==> src/rtl/rv32i_pkg.sv <==
// Shared fetch-stage types: FSM encoding, buffered entry layout and the NOP
// that stands in for a misaligned fetch.
package rv32i_pkg;

  localparam logic [31:0] NOP_INSTR = 32'h00000013;

  typedef enum logic [1:0] {
    IDLE = 2'd0,
    WAIT = 2'd1,
    DROP = 2'd2
  } fetch_state_t;

  typedef struct packed {
    logic [31:0] instr;
    logic [31:0] pc;
    logic        misalign;
  } fetch_entry_t;

endpackage

==> src/rtl/ifetch_fifo.sv <==
// Decode-side instruction buffer. Flush clears it on the same edge and wins
// over a concurrent push or pop. A full buffer accepts a push only alongside a pop.
module ifetch_fifo
  import rv32i_pkg::*;
#(
  parameter int DEPTH = 2
) (
  input  logic         clk,
  input  logic         rst,
  input  logic         flush,
  input  logic         push,
  input  fetch_entry_t push_data,
  input  logic         pop,
  output fetch_entry_t head,
  output logic         empty,
  output logic         full
);

  localparam int PTR_W = (DEPTH > 1) ? $clog2(DEPTH) : 1;
  localparam int CNT_W = $clog2(DEPTH + 1);

  fetch_entry_t     mem [DEPTH];
  logic [PTR_W-1:0] wr_ptr;
  logic [PTR_W-1:0] rd_ptr;
  logic [CNT_W-1:0] count;
  logic             do_push;
  logic             do_pop;

  assign empty   = (count == '0);
  assign full    = (count == CNT_W'(DEPTH));
  assign do_pop  = pop && !empty;
  assign do_push = push && (!full || do_pop);

  // Power-of-two depth lets the pointers wrap by plain overflow.
  always_ff @(posedge clk) begin
    if (rst || flush) begin
      wr_ptr <= '0;
      rd_ptr <= '0;
      count  <= '0;
    end else begin
      if (do_push) wr_ptr <= wr_ptr + PTR_W'(1);
      if (do_pop)  rd_ptr <= rd_ptr + PTR_W'(1);
      case ({do_push, do_pop})
        2'b10:   count <= count + CNT_W'(1);
        2'b01:   count <= count - CNT_W'(1);
        default: count <= count;
      endcase
    end
  end

  always_ff @(posedge clk) begin
    if (do_push && !flush) mem[wr_ptr] <= push_data;
  end

  // Zero the head when empty so decode sees clean fields out of reset.
  assign head = empty ? '0 : mem[rd_ptr];

endmodule

==> src/rtl/ifetch.sv <==
// Instruction fetch: one outstanding memory read at a time, misaligned PCs
// become NOP entries, and flush cancels buffered and in-flight work.
module ifetch
  import rv32i_pkg::*;
#(
  parameter int FIFO_DEPTH = 2
) (
  input  logic        clk,
  input  logic        rst,
  input  logic [31:0] fetch_pc,
  input  logic        fetch_valid,
  output logic        fetch_ready,
  input  logic        flush,
  output logic        imem_req,
  output logic [31:0] imem_addr,
  input  logic        imem_rvalid,
  input  logic [31:0] imem_rdata,
  output logic        id_valid,
  input  logic        id_ready,
  output logic [31:0] id_instr,
  output logic [31:0] id_pc,
  output logic        id_misalign
);

  fetch_state_t state;
  fetch_state_t state_nxt;
  fetch_entry_t push_data;
  fetch_entry_t head;
  logic         push;
  logic         accept;
  logic         aligned;
  logic         empty;
  logic         full;

  assign aligned     = (fetch_pc[1:0] == 2'b00);
  assign fetch_ready = (state == IDLE) && !flush && !full;
  assign accept      = fetch_valid && fetch_ready;

  always_comb begin
    state_nxt = state;
    case (state)
      IDLE: if (accept && aligned) state_nxt = WAIT;
      WAIT: begin
        if (flush)            state_nxt = imem_rvalid ? IDLE : DROP;
        else if (imem_rvalid) state_nxt = IDLE;
      end
      // The cancelled read still has to come back before a new one may go out.
      DROP: if (imem_rvalid) state_nxt = IDLE;
      default: state_nxt = IDLE;
    endcase
  end

  always_comb begin
    push               = 1'b0;
    push_data.instr    = NOP_INSTR;
    push_data.pc       = fetch_pc;
    push_data.misalign = 1'b1;
    if (state == WAIT && imem_rvalid && !flush) begin
      push               = 1'b1;
      push_data.instr    = imem_rdata;
      push_data.pc       = imem_addr;
      push_data.misalign = 1'b0;
    end else if (accept && !aligned) begin
      push = 1'b1;
    end
  end

  always_ff @(posedge clk) begin
    if (rst) begin
      state     <= IDLE;
      imem_req  <= 1'b0;
      imem_addr <= '0;
    end else begin
      state    <= state_nxt;
      imem_req <= accept && aligned;
      if (accept && aligned) imem_addr <= fetch_pc;
    end
  end

  ifetch_fifo #(
    .DEPTH(FIFO_DEPTH)
  ) u_fifo (
    .clk      (clk),
    .rst      (rst),
    .flush    (flush),
    .push     (push),
    .push_data(push_data),
    .pop      (id_ready),
    .head     (head),
    .empty    (empty),
    .full     (full)
  );

  assign id_valid    = !empty;
  assign id_instr    = head.instr;
  assign id_pc       = head.pc;
  assign id_misalign = head.misalign;

endmodule

==> config.mk <==
export PLATFORM = sky130hd
export DESIGN_NAME = ifetch
export DESIGN_NICKNAME = d
export VERILOG_FILES = /design/src/rtl/rv32i_pkg.sv /design/src/rtl/ifetch_fifo.sv /design/src/rtl/ifetch.sv
export SDC_FILE = /design/constraint.sdc
export NUM_CORES = 1
export LEC_CHECK = 0
export ABC_CLOCK_PERIOD_IN_PS = 7100
export CAP_MARGIN = 5
export CORE_MARGIN = 5
export CORE_UTILIZATION = 45
export DETAILED_ROUTE_END_ITERATION = 12
export GPL_TIMING_DRIVEN = 0
export HOLD_SLACK_MARGIN = 0.03
export PLACE_DENSITY = 0.76
export SETUP_SLACK_MARGIN = 0.5
export SLEW_MARGIN = 20
export SYNTH_ARGS = -nofsm -noshare
export SYNTH_HDL_FRONTEND = slang
export SYNTH_HIERARCHICAL = 1
export SYNTH_SLANG_ARGS = --single-unit
==> constraint.sdc <==
create_clock -name clk -period 7.1 [get_ports clk]
set_clock_uncertainty 0.1 [all_clocks]
set_input_delay 1.065 -clock clk [delete_from_list [all_inputs] [get_ports clk]]
set_output_delay 1.065 -clock clk [all_outputs]
set_load 0.005 [all_outputs]
Word-level counts from Yosys, hierarchy flattened --
Memories as Yosys holds them, arrays and structs flattened. A register that Yosys moved wholly into a read port is not among the register bits. Cells that the tools add are included.
Operators by class: $add $sub $neg 4, eq/ne operators 6, muxes and demuxes 14, reduce and logical (&&, ||, !) cells 20
Operators by type and width (number):
- $mux 65 | 2
- $logic_and 1x1->1 | 10
- $mux 2 | 4
- $eq 2x2->1 const B | 3
- $logic_not 2->1 | 3
- $mux 1 | 6
- $pmux 2 s3 | 1
- $eq 2x1->1 const B | 2
- $logic_not 1->1 | 4
- $pmux 2 s2 | 1
- $add 1x1->1 const B | 2
- $add 2x1->2 const B | 1
- $logic_or 1x1->1 | 2
- $ne 2x1->1 const B | 1
- $reduce_bool 2->1 | 1
- $sub 2x1->2 const B | 1
Word-level totals: flip-flop bits (word level) 39, bits in writable memories 130, output and inout port bits 100, word-level logic and storage cells 51, memories kept 1
Memory list:
- u_fifo.mem | depth 2, bits a word 65, rd ports 1, clocked after Yosys merged registers in 1, write ports 1, line ifetch_fifo.sv:22 | fetch_entry_t mem [DEPTH];

Depth between registers and ports, before layout --
depth in word-level cells 11, depth in mapped cells 8, gate-level depth less buffers 8

Modules after synthesis --
Netlist, hierarchy kept.
By module, submodules not included:
- ifetch_fifo | times used 1, cells an instance 303, area each 5165.0 sq um, seq. area each 4003.8 sq um
- ifetch | times used 1, cells an instance 224, area each 2199.6 sq um, seq. area each 700.7 sq um

Worst setup path before layout --
OpenSTA, ideal clock, no wires.
path kind input port to flip-flop, from in flush, to mem u_fifo/mem[1][0] in the netlist's numbering, enable pin, arrival 6861 ps, required time 6417 ps, path slack -444 ps, cell stages on the path 7, path buffers 2, cell sequence and4bb_1 -> buf_2 -> buf_2 -> inv_1 -> o21ai_0 -> o31ai_2 -> nor3b_1
On the way: longest elaborated chain between the ends 11, elaborated cells between the ends (all ways) 12, those cells by class mux: 4; reduce/logical: 8
RTL lines:
- start: declaration | line ifetch.sv:13 | input logic flush,
- $logic_not 1->1 * | line ifetch.sv:36, ifetch.sv:58
- $logic_and 1x1->1 (2 in series) | line ifetch.sv:36 | assign fetch_ready = (state == IDLE) && !flush && !full;
- $logic_and 1x1->1 | line ifetch.sv:37 | assign accept = fetch_valid && fetch_ready;
- $logic_and 1x1->1 | line ifetch.sv:63 | end else if (accept && !aligned) begin
- $mux 1 | line ifetch.sv:63
- $mux 1 * | line ifetch.sv:58 | if (state == WAIT && imem_rvalid && !flush) begin
- net push | line ifetch.sv:29 | logic push;
- $logic_and 1x1->1 * | line ifetch_fifo.sv:32 | assign do_push = push && (!full || do_pop);
- $logic_and 1x1->1 * | line ifetch_fifo.sv:52 | if (do_push && !flush) mem[wr_ptr] <= push_data;
- $mux 1 * | line ifetch_fifo.sv:52
- $mux 1 (not written as such) * | line ifetch_fifo.sv:52
- end: declaration | line ifetch_fifo.sv:22
Mark *: on every way through the listed nets, which the timed path passes. The rest lies on a longest branch.

Worst setup path after layout --
from in flush, to mem u_fifo/mem[1][22] in the netlist's numbering, enable pin
The elaborated chain is that of the path after synthesis.

==> impl_metrics.toml <==
[status]
outcome = "completed"

[clock_network]
cts_tree = "built"
cts_setup_buffers = 0
worstSkewPairLatency_ns = 0.42
clock-sinks = 170
cts_htree_levels = 4
clock_pin_slew_on_the_worst_setup_and_hold_paths_ns = 0.06
total_clock_buffers_created_by_cts = 17
clk_path_buf_depth = 2
postCtsResizedCells = 0
clock_tree.root_cell = "clkbuf_16"
cts_hold_buffers = 0

[global_routing]
grt_total_ovfl = 0
grt_start_max_net_pins = 17
grt_pass1_wl_um = 25500
antenna_found_initial = 0
gr-usage-all-layers_pct = 17.8
grt_pass1_vias = 4955

[pwr]
netSwitchingFraction_pct = 21.5
leakage_uw = 0.00328
intPower_uw = 1650
power.share.combinational_pct = 6.6
power.clock.fraction_pct = 41.8
power-per-cell-area_nw_per_um2 = 209
power.net_switching_uw = 453
vdd_drop_max_mv = 0.144
power_frac_seq_pct = 51.6

[min_path]
min-delay-start = "imem_addr[2]"
hold_path_depth = 2
hold-path-endpoint = "imem_addr[2]"
min-delay-path-class = "flip-flop to flip-flop"

[critical_path]
crit_path_category = "input port to flip-flop"
cp-start-kind = "input port"
worst-path-max-fanout = 11
critical_path.endpoint_type = "flip-flop"
r2r_slack_ns = 3.74
critical_path_required_ns = 7.13
worstRegToRegCells = 11
worstPathArrival_ns = 4.49
timing.rr.start = "state[0]"
worst_setup_path_startpoint = "flush"
critical_path.reg2reg.endpoint = "u_fifo/mem[1][22]"

[yosys]
mappedNetlistArea_sq_um = 7360
synth_fp_nets = 597
yosysWarningCount = 6
ys_seq_area_share_pct = 63.9
syn_area_per_cell_sq_um = 14.0
number_of_instances_in_the_synthesized_netlist = 527
yosys_register_bits = 170
synth.lib_cells_used.distinct = 32

[placement]
hpwlAfterDp_um = 12100
numPlacedInstances = 923
port_buffers = 169
detailed_place.area_sq_um = 9500
gpl.final_weighted_congestion = 0.751

[timing]
fin_worst_hold_slack_ns = 0.387
layout_worst_path_cycle_share_pct = 62.8
final-max-slew-violation-count = 0
worst_case_headroom_to_the_max_slew_limit_pct = 60.4
worst-slew-pin-transition_ns = 0.592
finalSetupViolations = 0
post-route-min-period_ns = 4.46
grt_setup_unrepaired = "false"
timing.fmax_mhz = 224
setup_total_negative_slack_ns = 0
timing.final.hold_violations = 0

[floorplan]
pin_count = 170
fp.coreArea_sq_um = 15900
die_h_um = 138
die_area_sq_um = 19000
floorplan.rows = 46
die_width_um = 138
initial_core_util_pct = 46.2

[drt]
antenna_violating_nets_post_route = 0
first_pass_iters = 5
route.detailed.wl_per_inst_um = 17.5
drtIter0Drc = 150
wirelength_um = 16700
remaining_drc_errors = 0
drt-vias-per-instance = 4.93
dr_total_vias = 4708

[layout]
area_delta_synth_final_pct = 36.6
final_net_count = 796
num_antenna_cells = 0
stdcell_area_sq_um = 10100
n_fill_cell = 1211
post_layout_nonfiller_instances = 955
final_layout_size_suffix_gt1_share_pct = 11.6

[run]
maxCapViolCount = 0
[metal layers]
layer | GRT usage, % | vias up | part of all wire [%]
met5 | 0 | - | 0
met4 | 5.54 | 0 | 1.0
met3 | 5.15 | 16 | 7.0
met2 | 30.4 | 149 | 49
met1 | 21.8 | 2274 | 42
li1 | - | 2269 | -
[worst max path at each step]
stage	endpoint	slack (ns)	cells after the start
global route	u_fifo/mem[1][25]	2.39	12
detailed placement	u_fifo/mem[1][22]	2.14	12
global placement	u_fifo/mem[1][22]	-0.59	8
floorplan	u_fifo/mem[1][0]	1.87	7
finish	u_fifo/mem[1][22]	2.64	12
CTS	u_fifo/mem[1][22]	2.58	12
[kinds of logic after synthesis]
family          synth area share [%]
compound gates                 0.951
buf+inv                         3.57
mux                             18.1
simple gates                    13.4
flops                           63.9
xor+xnor                       0.119
[area by class of cell]
type,count,area (sq um),area share (%)
well taps,216,270,2.69
inverters,3,11.3,0.112
clock buffers,17,425,4.23
multi-input cells,322,2420,24.1
flip-flops and latches,170,4700,46.8
plain buffers,32,251,2.50
clock inverters,15,140,1.39
repair buffers,180,1840,18.3
[power groups by stage]
stage | Combinational, uW | Sequential [uW] | Clock [uW]
4_1_cts | 140 | 1080 | 896
3_3_place_gp | 132 | 1110 | 0
5_1_grt | 150 | 1090 | 933
3_5_place_dp | 139 | 1110 | 0
2_1_floorplan | 56.8 | 1110 | 0
6_report | 138 | 1080 | 879
[cells in the mapped netlist, drive strengths merged]
cell type,instances,area share [%]
nand2b,65,5.5
nor4,1,0.29
and3,1,0.085
nor3,5,0.34
o31ai,1,0.17
a2111oi,1,0.20
and4bb,1,0.17
nor2b,3,0.25
inv,3,0.15
dfxtp,40,11
a211oi,1,0.10
a31oi,1,0.085
o21ai,2,0.14
or3,1,0.085
xor2,1,0.12
nand2,5,0.25
edfxtp,130,53
mux2,33,5.0
o21bai,1,0.10
o2111a,1,0.15
mux2i,96,13
nor3b,4,0.41
clkbuf,10,0.51
buf,22,2.9
nor2,69,3.5
and2,29,2.5
[sequential cells by signal, summed over array words and instances, names as in the netlist, named ones only]
| name | flops |
|---|---|
| u_fifo/wr_ptr | 1 |
| u_fifo/mem | 130 |
| u_fifo/count | 2 |
| imem_req | 1 |
| state | 2 |
| u_fifo/rd_ptr | 1 |
| imem_addr | 32 |
[metrics by stage]
stage	util (%)	power, uW	setup WS (ns)
finish	63.1	2100	2.64
global route	63.1	2170	2.39
CTS	63.1	2120	2.58
detailed placement	59.6	1250	2.14
global placement	58.6	1240	-0.591
floorplan	-	1160	1.87
[layout by cell type (no fill, tap or decap), types with 2 or more instances in the layout]
cell type / instances
clkinv_4: 4
clkbuf_16: 17
buf_6: 12
clkbuf_1: 10
nor3_1: 4
inv_6: 4
mux2i_1: 96
nor2_1: 69
mux2_1: 17
buf_4: 6
inv_1: 2
clkinvlp_4: 2
buf_8: 6
nand2b_1: 65
edfxtp_1: 130
clkinv_2: 2
mux2_2: 16
buf_12: 3
clkdlybuf4s50_1: 169
buf_2: 6
nor3b_1: 3
and2_1: 29
nand2_1: 5
dfxtp_1: 40
nor2b_1: 3
[critical path, stage by stage]
cell and delay, ns:
clkdlybuf4s50_1 0.70, and4bb_1 0.44, buf_2 0.30, buf_2 0.25, inv_1 0.08, o21ai_0 0.18, o31ai_2 0.23, nor3b_4 0.52
buf_6 0.23, buf_6 0.16, buf_8 0.16, buf_8 0.16
Power figures use the tool's default switching activity.
